===== src/rtl/mips_pkg.sv =====
// Shared MIPS pipeline constants and types used by the MEM stage.
package mips_pkg;

  localparam int DATA_W = 32;
  localparam int REG_W  = 5;

  // Low address bits that must be zero for a word access.
  localparam logic [1:0] ALIGN_MASK = 2'b11;

  typedef enum logic {
    IDLE,
    BUSY
  } state_t;

endpackage


===== src/rtl/mem_wb_reg.sv =====
// MEM/WB pipeline register: inserts a bubble while the MEM stage stalls,
// otherwise forwards the *_M fields and captures load data on completion.
module mem_wb_reg
  import mips_pkg::*;
#(
  parameter int DATA_W = mips_pkg::DATA_W,
  parameter int REG_W  = mips_pkg::REG_W
) (
  input  logic              clk,
  input  logic              rst,
  input  logic              stall,
  input  logic              kill,
  input  logic              misalign,
  input  logic              ld_valid,
  input  logic [DATA_W-1:0] ld_data,
  input  logic              RegWrite_M,
  input  logic              MemToReg_M,
  input  logic [DATA_W-1:0] ALUout_M,
  input  logic [REG_W-1:0]  WriteReg_M,
  output logic              RegWrite_W,
  output logic              MemToReg_W,
  output logic [DATA_W-1:0] ReadData_W,
  output logic [DATA_W-1:0] ALUout_W,
  output logic [REG_W-1:0]  WriteReg_W,
  output logic              MisAlign_W
);

  always_ff @(posedge clk) begin
    if (rst) begin
      RegWrite_W <= 1'b0;
      MemToReg_W <= 1'b0;
      ReadData_W <= '0;
      ALUout_W   <= '0;
      WriteReg_W <= '0;
      MisAlign_W <= 1'b0;
    end else if (stall) begin
      // Bubble: only the write enable and the flag are cleared, data fields hold.
      RegWrite_W <= 1'b0;
      MisAlign_W <= 1'b0;
    end else begin
      RegWrite_W <= RegWrite_M & ~kill;
      MemToReg_W <= MemToReg_M;
      ALUout_W   <= ALUout_M;
      WriteReg_W <= WriteReg_M;
      MisAlign_W <= misalign;
      if (ld_valid) ReadData_W <= ld_data;
    end
  end

endmodule


===== src/rtl/mem_access_stage.sv =====
// MIPS MEM stage: req/ack data-memory bus master with stall and alignment check.
// Optional ack timeout with BusErr_W output enabled by defining MEM_TIMEOUT_EN.
module mem_access_stage
  import mips_pkg::*;
#(
  parameter int DATA_W  = mips_pkg::DATA_W,
  parameter int REG_W   = mips_pkg::REG_W,
  parameter int TIMEOUT = 16
) (
  input  logic              clk,
  input  logic              rst,
  input  logic              RegWrite_M,
  input  logic              MemToReg_M,
  input  logic              MemWrite_M,
  input  logic              MemRead_M,
  input  logic [DATA_W-1:0] ALUout_M,
  input  logic [DATA_W-1:0] WriteData_M,
  input  logic [REG_W-1:0]  WriteReg_M,
  output logic              Stall_M,
  output logic              dmem_req,
  output logic              dmem_we,
  output logic [DATA_W-1:0] dmem_addr,
  output logic [DATA_W-1:0] dmem_wdata,
  input  logic [DATA_W-1:0] dmem_rdata,
  input  logic              dmem_ack,
  output logic              RegWrite_W,
  output logic              MemToReg_W,
  output logic [DATA_W-1:0] ReadData_W,
  output logic [DATA_W-1:0] ALUout_W,
  output logic [REG_W-1:0]  WriteReg_W,
  output logic              MisAlign_W
`ifdef MEM_TIMEOUT_EN
  ,
  output logic              BusErr_W
`endif
);

  state_t state, state_nxt;
  logic   mem_op, aligned, start, ack_b, tmo, done, misalign;

  always_comb begin
    mem_op   = MemRead_M | MemWrite_M;
    aligned  = (ALUout_M[1:0] & ALIGN_MASK) == 2'b00;
    start    = (state == IDLE) && mem_op && aligned;
    misalign = (state == IDLE) && mem_op && !aligned;
    ack_b    = (state == BUSY) && dmem_ack;
    done     = ack_b | tmo;
  end

`ifdef MEM_TIMEOUT_EN
  localparam int CNT_W = $clog2(TIMEOUT + 1);
  logic [CNT_W-1:0] cnt;

  always_ff @(posedge clk) begin
    if (rst || start)                 cnt <= '0;
    else if (state == BUSY && !done)  cnt <= cnt + CNT_W'(1);
  end

  assign tmo = (state == BUSY) && !dmem_ack && (cnt == CNT_W'(TIMEOUT));

  always_ff @(posedge clk) begin
    if (rst) BusErr_W <= 1'b0;
    else     BusErr_W <= tmo;
  end
`else
  logic unused_timeout;
  assign unused_timeout = (TIMEOUT == 0);
  assign tmo            = 1'b0;
`endif

  assign Stall_M = start | ((state == BUSY) && !done);

  always_comb begin
    state_nxt = state;
    case (state)
      IDLE: if (start) state_nxt = BUSY;
      BUSY: if (done)  state_nxt = IDLE;
      default:         state_nxt = IDLE;
    endcase
  end

  always_ff @(posedge clk) begin
    if (rst) begin
      state      <= IDLE;
      dmem_req   <= 1'b0;
      dmem_we    <= 1'b0;
      dmem_addr  <= '0;
      dmem_wdata <= '0;
    end else begin
      state <= state_nxt;
      if (start) begin
        dmem_req   <= 1'b1;
        dmem_we    <= MemWrite_M;
        dmem_addr  <= ALUout_M;
        dmem_wdata <= WriteData_M;
      end else if (done) begin
        dmem_req <= 1'b0;
      end
    end
  end

  mem_wb_reg #(
    .DATA_W(DATA_W),
    .REG_W (REG_W)
  ) u_mem_wb_reg (
    .clk       (clk),
    .rst       (rst),
    .stall     (Stall_M),
    .kill      (misalign | tmo),
    .misalign  (misalign),
    .ld_valid  (done),
    .ld_data   (tmo ? '0 : dmem_rdata),
    .RegWrite_M(RegWrite_M),
    .MemToReg_M(MemToReg_M),
    .ALUout_M  (ALUout_M),
    .WriteReg_M(WriteReg_M),
    .RegWrite_W(RegWrite_W),
    .MemToReg_W(MemToReg_W),
    .ReadData_W(ReadData_W),
    .ALUout_W  (ALUout_W),
    .WriteReg_W(WriteReg_W),
    .MisAlign_W(MisAlign_W)
  );

endmodule

===== config.mk =====
export PLATFORM = sky130hd
export DESIGN_NAME = mem_access_stage
export DESIGN_NICKNAME = d
export VERILOG_FILES = /design/src/rtl/mips_pkg.sv /design/src/rtl/mem_wb_reg.sv /design/src/rtl/mem_access_stage.sv
export SDC_FILE = /design/constraint.sdc
export NUM_CORES = 1
export LEC_CHECK = 0
export ABC_AREA = 1
export CAP_MARGIN = 15
export CORE_ASPECT_RATIO = 0.7
export CORE_UTILIZATION = 37
export DETAILED_ROUTE_END_ITERATION = 8
export GPL_TIMING_DRIVEN = 0
export PLACE_DENSITY = 0.73
export SETUP_SLACK_MARGIN = 0.5
export SYNTH_ARGS = -nofsm -noshare
export SYNTH_HDL_FRONTEND = slang
export SYNTH_SLANG_ARGS = --single-unit

===== constraint.sdc =====
create_clock -name clk -period 2.3 [get_ports clk]
set_input_delay 0.69 -clock clk [delete_from_list [all_inputs] [get_ports clk]]
set_output_delay 0.69 -clock clk [all_outputs]
set_load 0.02 [all_outputs]

# Word-level counts from Yosys, hierarchy flattened
# Index checks and enable logic that the tools add are counted.
# totals
regBits	139
elab_cells	33
input_bits	108
# op_classes
bitwise	6
mux	5
n_reduce_logical	11
# ops
cell	n
logical AND 1 bit	5
2-to-1 mux 1 bit	4
NOT 1 bit	3
logical NOT 1 bit	2
logical NOT 2 bit	1
bitwise OR 1 bit	2
case mux 1 bit (2 select lines)	1
AND reduction 2 bit	1
nonzero test 2 bit	1
OR reduction 2 bit	1
AND 1 bit	1

# Logic depth before layout (Yosys ltp)
# Gate-level depths: netlist of run 1.
# logic_depth
word_depth	6
ltp_mapped	8

# Cells and area by module
# Synthesis of run 1 repeated with hierarchy kept, for this count alone.
# hier_totals
hier_cells	940
area_unflattened_um2	6179.7
# by_module_without_submodules
module	area_per_inst_um2	cells_per_inst	seq_area_each_um2	instances
mem_access_stage	3407.0	561	1341.3	1
mem_wb_reg	2772.7	379	1441.4	1

# Worst setup path after synthesis of run 1
# Ideal clock, no wire load.
# synth_path
kind	input -> output
from	in dmem_ack
to	out Stall_M
t_arrival_ns	1.322
path_stages	4
setup_slack_ns	0.288
path_buffers	2
path_cell_list	or2_1 buf_6 nand2_4 buf_2
# synth_via
elab_chain_cells	4
# synth_rtl
item	line_no	rtl
start, declared	mem_access_stage.sv:25	input logic dmem_ack,
logical AND 1 bit	mem_access_stage.sv:46	ack_b = (state == BUSY) && dmem_ack;
logical NOT 1 bit	mem_access_stage.sv:71	assign Stall_M = start | ((state == BUSY) && !done);
logical AND 1 bit	mem_access_stage.sv:71	
bitwise OR 1 bit	mem_access_stage.sv:71	
end, declared	mem_access_stage.sv:19	output logic Stall_M,
# Every way passes these cells.

# Worst setup path in the final report of run 1
# Same ends and word-level chain as after synthesis.

==> results.cfg, run 1 <==
[clocking]
cts.htree.levels = 4
clk_latency_ns = 0.42
cts_tree = yes
clock_path_buffers = 2
path_clk_slew_ns = 0.06
clock_sinks = 139
root_buffer = clkbuf_16
numCtsBuffers = 17

[power_and_ir_drop]
power.total_mw = 6.45
power_density_nw_per_um2 = 759
p_leak_nw = 4.17
vdd_drop_max_mv = 0.490

[global_routing]
grt_usage_pct = 23.6
grt-ovfl-total = 0
antenna_found_initial = 0
grt_pass1_vias = 5149
grt_pass1_wl_um = 27000
grt_max_degree = 17

[timing]
drv_slew = 0
slew_headroom_pct = 62.4
hold_viol = 0
min_period_ns = 2.09
grt_setup_unrepaired = true
setup_viol = 0
tightest_slew_ns = 0.565
fmax_mhz = 479
whs_ns = 0.454
fin_skew_ns = 0.0130
fin_crit_sh_pct = 90.7

[synth]
ys_ff_latch = 139
synth_fa_ha_area_share_pct = 0
muxShareOfSynthArea_pct = 0
yosys.area.top_type = dfxtp_1
synth-xor-area-share_pct = 0
synth-compound-area-share_pct = 3.39
synth_top_family_by_area = simple AND/OR/NAND/NOR gates
avgSynthCellArea_sq_um = 7.18
synthesis.area_sq_um = 5320
synth_top_area_share_pct = 52.3
synth_nets = 849
seq_area_frac_synth_pct = 52.3
synthSimpleGateAreaFrac_pct = 34.4
synth_top_cells_by_area = dfxtp_1 (52%), nor2_1 (13%), nand2_1 (12%)
ys_types = 18
syn_inst = 741
ys_warn_count = 0

[worst_hold_path]
whs_path_depth = 2
min_path_type = reg2reg

[cells_and_area]
final-seq-area_sq_um = 2780
fin_area_sq_um = 8490
drive_gt1_share_pct = 13.4
mostFrequentLayoutCells = nor2_1 (189), nand2_1 (167), dfxtp_1 (138)
final_common_cell = nor2_1
final_util_pct = 60.8
area_growth_pct = 59.7
fin_nets = 1123
multiInputGateArea_sq_um = 2020
antenna_cells = 0
fill_cells = 1322

[route]
via_per_inst = 4.58
firstDrtPassIters = 4
drt_iter0_drc = 188
vias = 5576
wl_per_cell_um = 14.2
drt-total-wl_um = 17300
drt.antenna.violating_nets = 0
post-route-drc-count = 0

[placed_design]
routabilityCongestion = 0.848
dpl_cell_area_sq_um = 8030
port_buffers = 246
dp_hpwl_um = 12700

[critical_path]
start_kind = input port
worst_ep_arrival_time_ns = 1.40
r2r_cells = 8
cp_max_fo = 2
crit_path_end_kind = output port
critPathKind = in2out
timing.critical_path.required_ns = 1.61

[floorplanning]
die_x_um = 145
fp-row-count = 36
ios = 247
dieHeight_um = 102
coreArea_sq_um = 14000
die-area_sq_um = 14900
initial_core_util_pct = 38.1

[run]
maxCapViolations = 0

[run_status]
status = completed
## per-stage QoR
step                setup TNS [ns]  std cells  setup WS [ns]
finish                           0       1218          0.214
global route                     0       1218          0.186
CTS                              0       1217          0.211
detailed placement          -19.37       1177          -1.01
global placement            -17.14       1177         -0.991
floorplan                        0        741          0.382
## registers in the layout, indices dropped and copies added (netlist names)
name                     count
u_mem_wb_reg.ReadData_W     32
dmem_wdata                  32
dmem_addr                   32
dmem_we                      1
dmem_req                     1
u_mem_wb_reg.ALUout_W       32
u_mem_wb_reg.WriteReg_W      5
state                        1
u_mem_wb_reg.RegWrite_W      1
u_mem_wb_reg.MisAlign_W      1
u_mem_wb_reg.MemToReg_W      1
## final timing paths
kind | slack, ns | end | from
max | 0.21 | Stall_M | dmem_ack
min | 0.45 | dmem_we$_SDFFE_PP0P_ | dmem_we$_SDFFE_PP0P_
max reg2reg | 0.72 | u_mem_wb_reg.ALUout_W[31]$_SDFFE_PP0N_ | state$_SDFF_PP0_
min reg2reg | 0.45 | dmem_we$_SDFFE_PP0P_ | dmem_we$_SDFFE_PP0P_
## report_power, final
group / internal [mW] / leakage [nW] / switching (mW)
Clock: 1.63 / 0.282 / 1.12
Sequential: 2.56 / 1.14 / 0.0765
Combinational: 0.465 / 2.74 / 0.593
## metal layers
layer	part of all wire (%)	global-route usage [%]	routed length [um]	vias up
met4	1.1	8.34	191	0
met1	46	30.1	7890	2503
met5	0	0	0	-
met3	10	8.79	1730	16
met2	43	37.0	7530	210
li1	-	-	-	2847
## critical path, cell delays in order
cell and delay [ns]:
buf_6 0.09, or2_1 0.23, buf_6 0.13, nand2_4 0.05
buf_8 0.10, buf_6 0.11
## timing repair
item,CTS,global route
pin swaps,5,0
gates resized for setup,219,133
setup buffers,8,1
hold endpoints to repair,0,0
setup endpoints to repair,250,153
hold buffers,0,0
## kinds of logic after synthesis
kind of cell | after synthesis
AND/OR/NAND/NOR | 442
flip-flops | 139
buffers and inverters | 124
AO/OA/AOI/OAI | 36
## cells in the mapped netlist
cell type,instances
nor2_1,189
nand2_1,168
dfxtp_1,139
inv_1,71
nand3_1,41
nand4_1,40
o21ai_0,32
buf_2,22
clkbuf_1,18
buf_1,7
a21oi_1,4
buf_6,4
buf_4,1
inv_2,1
nand2_4,1
nand3_2,1
nor2_2,1
or2_1,1
## layout make-up
type / count / share of cell area [%]
buffer: 52 / 3.33
clock buffer: 19 / 5.10
clock inverter: 13 / 1.84
inverter: 72 / 3.18
multi-input combinational: 478 / 23.8
sequential: 139 / 32.8
tap: 190 / 2.80
timing repair buffer: 255 / 27.1
(Power assumes the default switching activity.)
==> run 2, diff against run 1 <==
HOLD_SLACK_MARGIN = 0.02   (was not set)
==> results of run 2 <==
Final layout, timing and power as in run 1 (identical DEF).
